## config.mk

```make
export PLATFORM = sky130hd
export DESIGN_NAME = ps2_rx
export DESIGN_NICKNAME = d
export VERILOG_FILES = /design/src/rtl/ps2_pkg.sv /design/src/rtl/ps2_clk_filter.sv /design/src/rtl/ps2_rx.sv
export SDC_FILE = /design/constraint.sdc
export NUM_CORES = 1
export LEC_CHECK = 0
export ABC_AREA = 1
export BUFFER_PORTS_ARGS = -buffer_cell sky130_fd_sc_hd__buf_2
export CAP_MARGIN = 20
export CORE_ASPECT_RATIO = 0.9
export CORE_UTILIZATION = 59
export CTS_BUF_LIST = sky130_fd_sc_hd__clkbuf_4 sky130_fd_sc_hd__clkbuf_8 sky130_fd_sc_hd__clkbuf_16
export DETAILED_ROUTE_END_ITERATION = 10
export PLACE_DENSITY = 0.76
export SYNTH_ARGS = -nofsm -noshare
export SYNTH_HDL_FRONTEND = slang
export SYNTH_SLANG_ARGS = --single-unit
```

## constraint.sdc

```tcl
create_clock -name clk -period 1.95 [get_ports clk]
set_input_delay 0.0975 -clock clk [delete_from_list [all_inputs] [get_ports clk]]
set_output_delay 0.0975 -clock clk [all_outputs]
set_load 0.02 [all_outputs]
```

## src/rtl/ps2_pkg.sv

```systemverilog
// ps2_pkg: shared definitions for the PS/2 receive path.
//   - ps2_state_t : receiver FSM state encoding (2 bits)
//   - frame constants (data width, start/stop line levels)
//   - default glitch-filter length and mid-frame timeout
`timescale 1ns/1ps
package ps2_pkg;

   typedef enum logic [1:0] {
      IDLE   = 2'd0,
      DATA   = 2'd1,
      PARITY = 2'd2,
      STOP   = 2'd3
   } ps2_state_t;

   localparam int   DATA_BITS   = 8;
   localparam logic START_LEVEL = 1'b0;
   localparam logic STOP_LEVEL  = 1'b1;

   localparam int FILTER_LEN_DEF     = 8;
   localparam int TIMEOUT_CYCLES_DEF = 2500;   // ~200 us at 12.5 MHz

   // Odd parity: data bits plus parity bit must hold an odd number of ones.
   function automatic logic odd_parity_ok(input logic [DATA_BITS-1:0] d, input logic p);
      return ^{d, p};
   endfunction

endpackage

```

## src/rtl/ps2_clk_filter.sv

```systemverilog
// ps2_clk_filter: synchronises the raw PS/2 clock into the clk domain and
// removes glitches. The filtered level only follows the synchronised input
// after FILTER_LEN consecutive cycles of disagreement.
//   clk, reset : system clock, async active-high reset
//   ps2_clk    : raw PS/2 clock (asynchronous)
//   clk_filt   : filtered PS/2 clock level (resets to 1, the idle level)
//   fall       : one-cycle pulse when clk_filt goes 1 -> 0
`timescale 1ns/1ps
module ps2_clk_filter #(
   parameter int FILTER_LEN = 8
) (
   input  logic clk,
   input  logic reset,
   input  logic ps2_clk,
   output logic clk_filt,
   output logic fall
);

   localparam int             CW      = $clog2(FILTER_LEN + 1);
   localparam logic [CW-1:0]  CNT_MAX = CW'(FILTER_LEN - 1);

   logic          sync1, sync2, filt_prev;
   logic [CW-1:0] cnt;

   always_ff @(posedge clk or posedge reset) begin
      if (reset) begin
         sync1     <= 1'b1;
         sync2     <= 1'b1;
         clk_filt  <= 1'b1;
         filt_prev <= 1'b1;
         cnt       <= '0;
      end else begin
         sync1     <= ps2_clk;
         sync2     <= sync1;
         filt_prev <= clk_filt;
         // Any cycle of agreement restarts the count, so short pulses die here.
         if (sync2 != clk_filt) begin
            if (cnt == CNT_MAX) begin
               clk_filt <= ~clk_filt;
               cnt      <= '0;
            end else begin
               cnt <= cnt + 1'b1;
            end
         end else begin
            cnt <= '0;
         end
      end
   end

   assign fall = filt_prev & ~clk_filt;

endmodule

```

## src/rtl/ps2_rx.sv

```systemverilog
// ps2_rx: PS/2 keyboard receiver. Deserialises 11-bit frames
// (start, 8 data LSB first, odd parity, stop) into scancode bytes.
// Build option: define PS2_RX_PARITY_EN to drop frames with bad parity;
// otherwise the parity bit is consumed but not checked.
//   clk, reset : system clock, async active-high reset
//   ps2_clk    : raw PS/2 clock (asynchronous)
//   ps2_data   : raw PS/2 data (asynchronous)
//   strobe_out : one-cycle pulse, code_out valid this cycle
//   code_out   : last received byte, held between strobes
//   error      : one-cycle pulse on a dropped frame (stop/parity/timeout)
//   busy       : frame in progress
`timescale 1ns/1ps
module ps2_rx
   import ps2_pkg::*;
#(
   parameter int FILTER_LEN     = FILTER_LEN_DEF,
   parameter int TIMEOUT_CYCLES = TIMEOUT_CYCLES_DEF
) (
   input  logic       clk,
   input  logic       reset,
   input  logic       ps2_clk,
   input  logic       ps2_data,
   output logic       strobe_out,
   output logic [7:0] code_out,
   output logic       error,
   output logic       busy
);

   localparam int            BW       = $clog2(DATA_BITS);
   localparam logic [BW-1:0] BIT_LAST = BW'(DATA_BITS - 1);
   localparam int            TW       = $clog2(TIMEOUT_CYCLES + 1);
   localparam logic [TW-1:0] T_MAX    = TW'(TIMEOUT_CYCLES - 1);

   logic                 fall;
   logic                 data_s1, data_s;
   ps2_state_t           state, state_n;
   logic [DATA_BITS-1:0] shreg, shreg_n;
   logic [BW-1:0]        bitcnt, bitcnt_n;
   logic [TW-1:0]        tcnt, tcnt_n;
   logic [7:0]           code_n;
   logic                 strobe_n, error_n;
   logic                 frame_ok;

   ps2_clk_filter #(.FILTER_LEN(FILTER_LEN)) u_filt (
      .clk      (clk),
      .reset    (reset),
      .ps2_clk  (ps2_clk),
      .clk_filt (),
      .fall     (fall)
   );

`ifdef PS2_RX_PARITY_EN
   logic par, par_n;
   assign frame_ok = (data_s == STOP_LEVEL) && odd_parity_ok(shreg, par);
`else
   assign frame_ok = (data_s == STOP_LEVEL);
`endif

   always_ff @(posedge clk or posedge reset) begin
      if (reset) begin
         data_s1    <= 1'b1;
         data_s     <= 1'b1;
         state      <= IDLE;
         shreg      <= '0;
         bitcnt     <= '0;
         tcnt       <= '0;
         code_out   <= 8'h00;
         strobe_out <= 1'b0;
         error      <= 1'b0;
`ifdef PS2_RX_PARITY_EN
         par        <= 1'b0;
`endif
      end else begin
         data_s1    <= ps2_data;
         data_s     <= data_s1;
         state      <= state_n;
         shreg      <= shreg_n;
         bitcnt     <= bitcnt_n;
         tcnt       <= tcnt_n;
         code_out   <= code_n;
         strobe_out <= strobe_n;
         error      <= error_n;
`ifdef PS2_RX_PARITY_EN
         par        <= par_n;
`endif
      end
   end

   always_comb begin
      state_n  = state;
      shreg_n  = shreg;
      bitcnt_n = bitcnt;
      code_n   = code_out;
      strobe_n = 1'b0;
      error_n  = 1'b0;
      tcnt_n   = (state == IDLE) ? '0 : tcnt + 1'b1;
`ifdef PS2_RX_PARITY_EN
      par_n    = par;
`endif
      // A fall beats a coinciding timeout: the bit is consumed and the
      // watchdog restarts.
      if (fall) begin
         tcnt_n = '0;
         case (state)
            IDLE: begin
               // A high data line on a fall is a spurious edge, ignored.
               if (data_s == START_LEVEL) begin
                  state_n  = DATA;
                  bitcnt_n = '0;
               end
            end
            DATA: begin
               shreg_n[bitcnt] = data_s;
               if (bitcnt == BIT_LAST) state_n = PARITY;
               else                    bitcnt_n = bitcnt + 1'b1;
            end
            PARITY: begin
`ifdef PS2_RX_PARITY_EN
               par_n   = data_s;
`endif
               state_n = STOP;
            end
            STOP: begin
               if (frame_ok) begin
                  code_n   = shreg;
                  strobe_n = 1'b1;
               end else begin
                  error_n  = 1'b1;
               end
               state_n = IDLE;
            end
            default: state_n = IDLE;
         endcase
      end else if (state != IDLE && tcnt == T_MAX) begin
         state_n = IDLE;
         error_n = 1'b1;
         tcnt_n  = '0;
      end
   end

   assign busy = (state != IDLE);

endmodule

```

# After elaboration in Yosys (flattened, before gate mapping)
# Index checks and enable logic that the tools add are counted.
# totals
in_bits	4
wordCells	66
regBits	45
out_inout_bits	11
# classes
add_sub_neg	3
bitwise	2
mux	23
n_reduce_logical	11
magnitude_cmp	2
eq_ne	11
# ops
cell	count
12-bit two-way mux	3
12-bit by 1-bit adder with 12-bit output, second input constant	1
12-bit equality test, second input constant	1
8-bit bitwise mux	1
1-bit two-way mux	8
2-bit two-way mux	4
4-bit two-way mux	2
2-bit case mux with 4 select lines	1
3-bit two-way mux	2
3-bit inequality test, second input constant	2
3-bit case mux with 2 select lines	1
3-bit AND reduction	2
2-bit nonzero test	3
4-bit by 1-bit adder with 4-bit output, second input constant	1
2-bit equality test, second input constant	2
4-bit by 3-bit equality test with 1-bit output, second input constant	1
3-bit by 4-bit < comparator with 1-bit output, second input constant	1
2-bit inequality test, second input constant	2
2-bit AND reduction	2
4-bit AND reduction	1
3-bit by 1-bit adder with 3-bit output, second input constant	1
1-bit demux with 3-bit select	1
3-bit equality test, second input constant	1
3-bit by 1-bit >= comparator with 1-bit output, second input constant	1
other kinds (6)	7

# Longest topological paths before layout
# logic_depth
depth_word	5
depth_mapped	9
mapped_depth_nobuf	9

# Cells and area by module
# A second synthesis with hierarchy kept.
# unflattened
hier_cells	227
hier_area_um2	2050.7
# by_module_without_submodules
mod	area_per_inst_um2	cells_each	instances
ps2_rx	1731.7	194	1
ps2_clk_filter	319.1	33	1

# Least setup slack after synthesis
# Ideal clock, no wire load.
# synth_path
path_type	reg2reg
from	reg bitcnt[0]
to	reg bitcnt[0]
synth_period_minus_slack_ps	1430
path_stages_with_launch	8
required_time_ps	1829
path_slack_ps	520
t_arrival_ps	1309
cell_sequence	dfrtp_1 ha_1 ha_1 nor2_2 inv_2 o21ai_0 and2_1 o21ai_1
# synth_between
elab_chain_len	3
word_cells_on_any_way	6
classes_between	add/sub: 1; eq/ne: 2; mux: 2; reduce/logical: 1
# synth_lines
element	line_no	text
start: declaration	ps2_rx.sv:38	logic [BW-1:0] bitcnt, bitcnt_n;
start signal: assignment	ps2_rx.sv:78	bitcnt <= bitcnt_n;
3-bit by 1-bit adder with 3-bit output or 3-bit equality test (tied branches)	ps2_rx.sv:115, ps2_rx.sv:114	
3-bit two-way mux or 2-bit inequality test (tied branches)	--	
3-bit case mux with 2 select lines or 4-bit AND reduction (tied branches)	--	
# Parallel ways exist; a longest one is shown, timed or not. The select of a mux whose other input is x is not followed.
# A chain may end at the register's enable or synchronous reset.

# Worst setup path after layout
# Ends and elaborated chain as after synthesis.

==> flow_summary.yaml <==
sta:
  hold_violations: 0
  relSlewSlack_pct: 40.64
  fin_crit_ns: 1.530
  skew_ns: 0.004478
  fin_crit_sh_pct: 78.47
  rsz0062_at_grt: "false"
  fin_setup_tns_ns: 0
  setup_viol: 0
  max_freq_mhz: 653.6
  drv_slew: 0
  worst-slew-pin-transition_ns: 0.8849
min_path:
  whs_path_depth: 0
  hold_class: "reg -> reg"
  hold_end: "u_filt.sync2"
  min_from: "u_filt.sync1"
synthesis:
  synth_seq_cells: 45
  synth_fp_nets: 244
  yosysUniqueCellTypes: 26
  synth_edf_count: 0
  yosysSeqAreaShare_pct: 53.86
  synth_cells: 232
  ys.flop_type: "dfrtp_1"
  async_reset_ff_share_pct: 100.0
  synth_area_um2: 2105
  yosysWarnings: 0
  avgSynthCellArea_um2: 9.071
floorplan:
  rows: 20
  fp.coreArea_um2: 3403
  chipHeight_um: 58.66
  start_util_pct: 61.84
  die_area_um2: 3810
  die_width_um: 64.96
  io_pins: 15
placed_design:
  place.gp.congestion: 0.8360
  port_buffers: 14
  dp.final_hpwl_um: 2599
pwr:
  leakagePower_nw: 1.160
  powerDensity_nw_per_um2: 1060
  irDropWorstVdd_uv: 631.2
  power_mw: 2.548
grt:
  grt_pass1_vias: 1453
  grt_busiest_layer: "met2"
  antenna_found_initial: 0
  track_usage_pct: 22.48
  gr-usage-met1_pct: 26.95
  grt_util_met2_pct: 36.76
  grt_pass1_wl_um: 6203
  grt_overflow: 0
  grt_max_degree: 27
  globalRouteMet3Util_pct: 5.620
clocking:
  cts_buffers: 5
  h-tree-depth: 2
  cts_tree: "done"
  clock_latency_ns: 0.30
  post_cts_buffers: 0
  cts_num_sinks: 45
  cts.path.max_buffers: 2
  clkTransAtPathRegs_ns: 0.08
  ctsRootBufferMaster: "clkbuf_8"
setup_path:
  worst_path_dominant_cell_family: "flip-flops"
  crit_cells: 7
  cp_max_fo: 7
  reg2reg_to: "bitcnt[0]"
  crit_chain: "ha_1 > ha_1 > nor2_2 > inv_2 > o21ai_0 > and2_1 > o21ai_1"
  start_kind: "flip-flop"
  cp-end-kind: "flip-flop"
  r2r-start: "bitcnt[0]"
  reg2regPathDepth: 7
  crit_arrival_ns: 1.72
  path_common_cell: "ha_1"
  required_ns: 2.14
  crit_path_max_incr_delay_ns: 0.47
  rrSetupSlack_ns: 0.42
  path_buf_inv: 1
  cp_slowest_cell: "dfrtp_1"
  worstSetupPathType: "reg -> reg"
routing:
  drt_first_pass_iters: 4
  vias: 1524
  finalWirelength_um: 3620
  wl_per_cell_um: 11.99
  via_per_inst: 5.046
  drc_errors: 0
  detail-route-antenna-nets: 0
  drt-initial-drc-count: 67
run:
  cap_viol_max_count: 0
layout:
  area_growth_pct: 14.21
  layout_commonest_cell: "nand2_1"
  final_cell_mix: "nand2_1, dfrtp_1, nor2_1"
  insertedDiodeCount: 0
  nets: 269
  fill_cells: 281
  drive_above_1_share_pct: 21.71
outcome:
  status: "finished clean"
==> registers in the layout, indices dropped and copies added (netlist names), 2 cells and up <==
name,count
shreg,8
code_out,8
state,2
u_filt.cnt,4
bitcnt,3
tcnt,12
==> cell families (layout without fill, tap and decap cells) <==
family,after synthesis,after routing,synth area share (%)
AND/OR/NAND/NOR,117,117,26.64
flip-flops,45,45,53.86
buffers and inverters,31,57,5.588
AO/OA/AOI/OAI,24,24,6.243
adder cells (fa/ha/maj),8,8,4.756
XOR/XNOR,7,7,2.913
==> how the worst max path moves through the flow <==
stage / start / end / slack, ns
final: bitcnt[0] / bitcnt[0] / 0.42
after global routing: bitcnt[0] / bitcnt[0] / 0.25
after CTS: bitcnt[0] / bitcnt[0] / 0.41
after detailed placement: bitcnt[0] / bitcnt[0] / 0.42
after global placement: bitcnt[0] / bitcnt[2] / 0.46
after floorplan: bitcnt[0] / bitcnt[0] / 0.52
==> layer usage <==
layer | up-vias | share of wire (%)
li1 | 784 | -
met3 | 7 | 4.1
met4 | 0 | 1.7
met1 | 696 | 49
met2 | 37 | 45
met5 | - | 0
==> cell type report <==
| class | instances | area [um2] | area share, % |
|---|---|---|---|
| Tap cell | 44 | 55.05 | 2.290 |
| Inverter | 30 | 112.6 | 4.685 |
| Clock inverter | 3 | 65.06 | 2.707 |
| Clock buffer | 5 | 68.82 | 2.863 |
| Timing Repair Buffer | 19 | 115.1 | 4.789 |
| Sequential cell | 45 | 1134 | 47.16 |
| Multi-Input combinational cell | 156 | 853.3 | 35.50 |
==> synth_stat cells, types with 5 or more instances <==
cell / instances / area (um2)
nand2_2: 5 / 31.28
o21ai_0: 5 / 25.02
nand3_1: 16 / 80.08
nor2_1: 27 / 101.4
nor2_2: 5 / 31.28
dfrtp_1: 39 / 975.9
o21ai_1: 12 / 60.06
ha_1: 8 / 100.1
dfstp_2: 6 / 157.7
nand2_1: 50 / 187.7
inv_1: 25 / 93.84
inv_2: 5 / 18.77
==> power breakdown <==
group	switching [mW]	total [mW]	internal, mW
logic	0.368	0.567	0.199
clock network	0.310	0.818	0.509
registers	0.108	1.16	1.05
==> what timing repair did <==
action | in CTS | in global routing
hold buffers | 3 | 0
resized for setup | 0 | 0
endpoints found under the hold margin | 22 | 0
==> stage by stage <==
step	area [um2]	hold WS, ns	utilization (%)	std cells	worst slack, ns
floorplan	2105	0.1020	-	232	0.5196
global placement	2240	0.2033	65.81	291	0.4638
detailed placement	2240	0.2041	65.81	291	0.4236
CTS	2404	0.3603	70.63	302	0.4086
global route	2404	0.3621	70.63	302	0.2509
finish	2404	0.3601	70.63	302	0.4199
No activity file was read; power rests on OpenSTA's default activity.
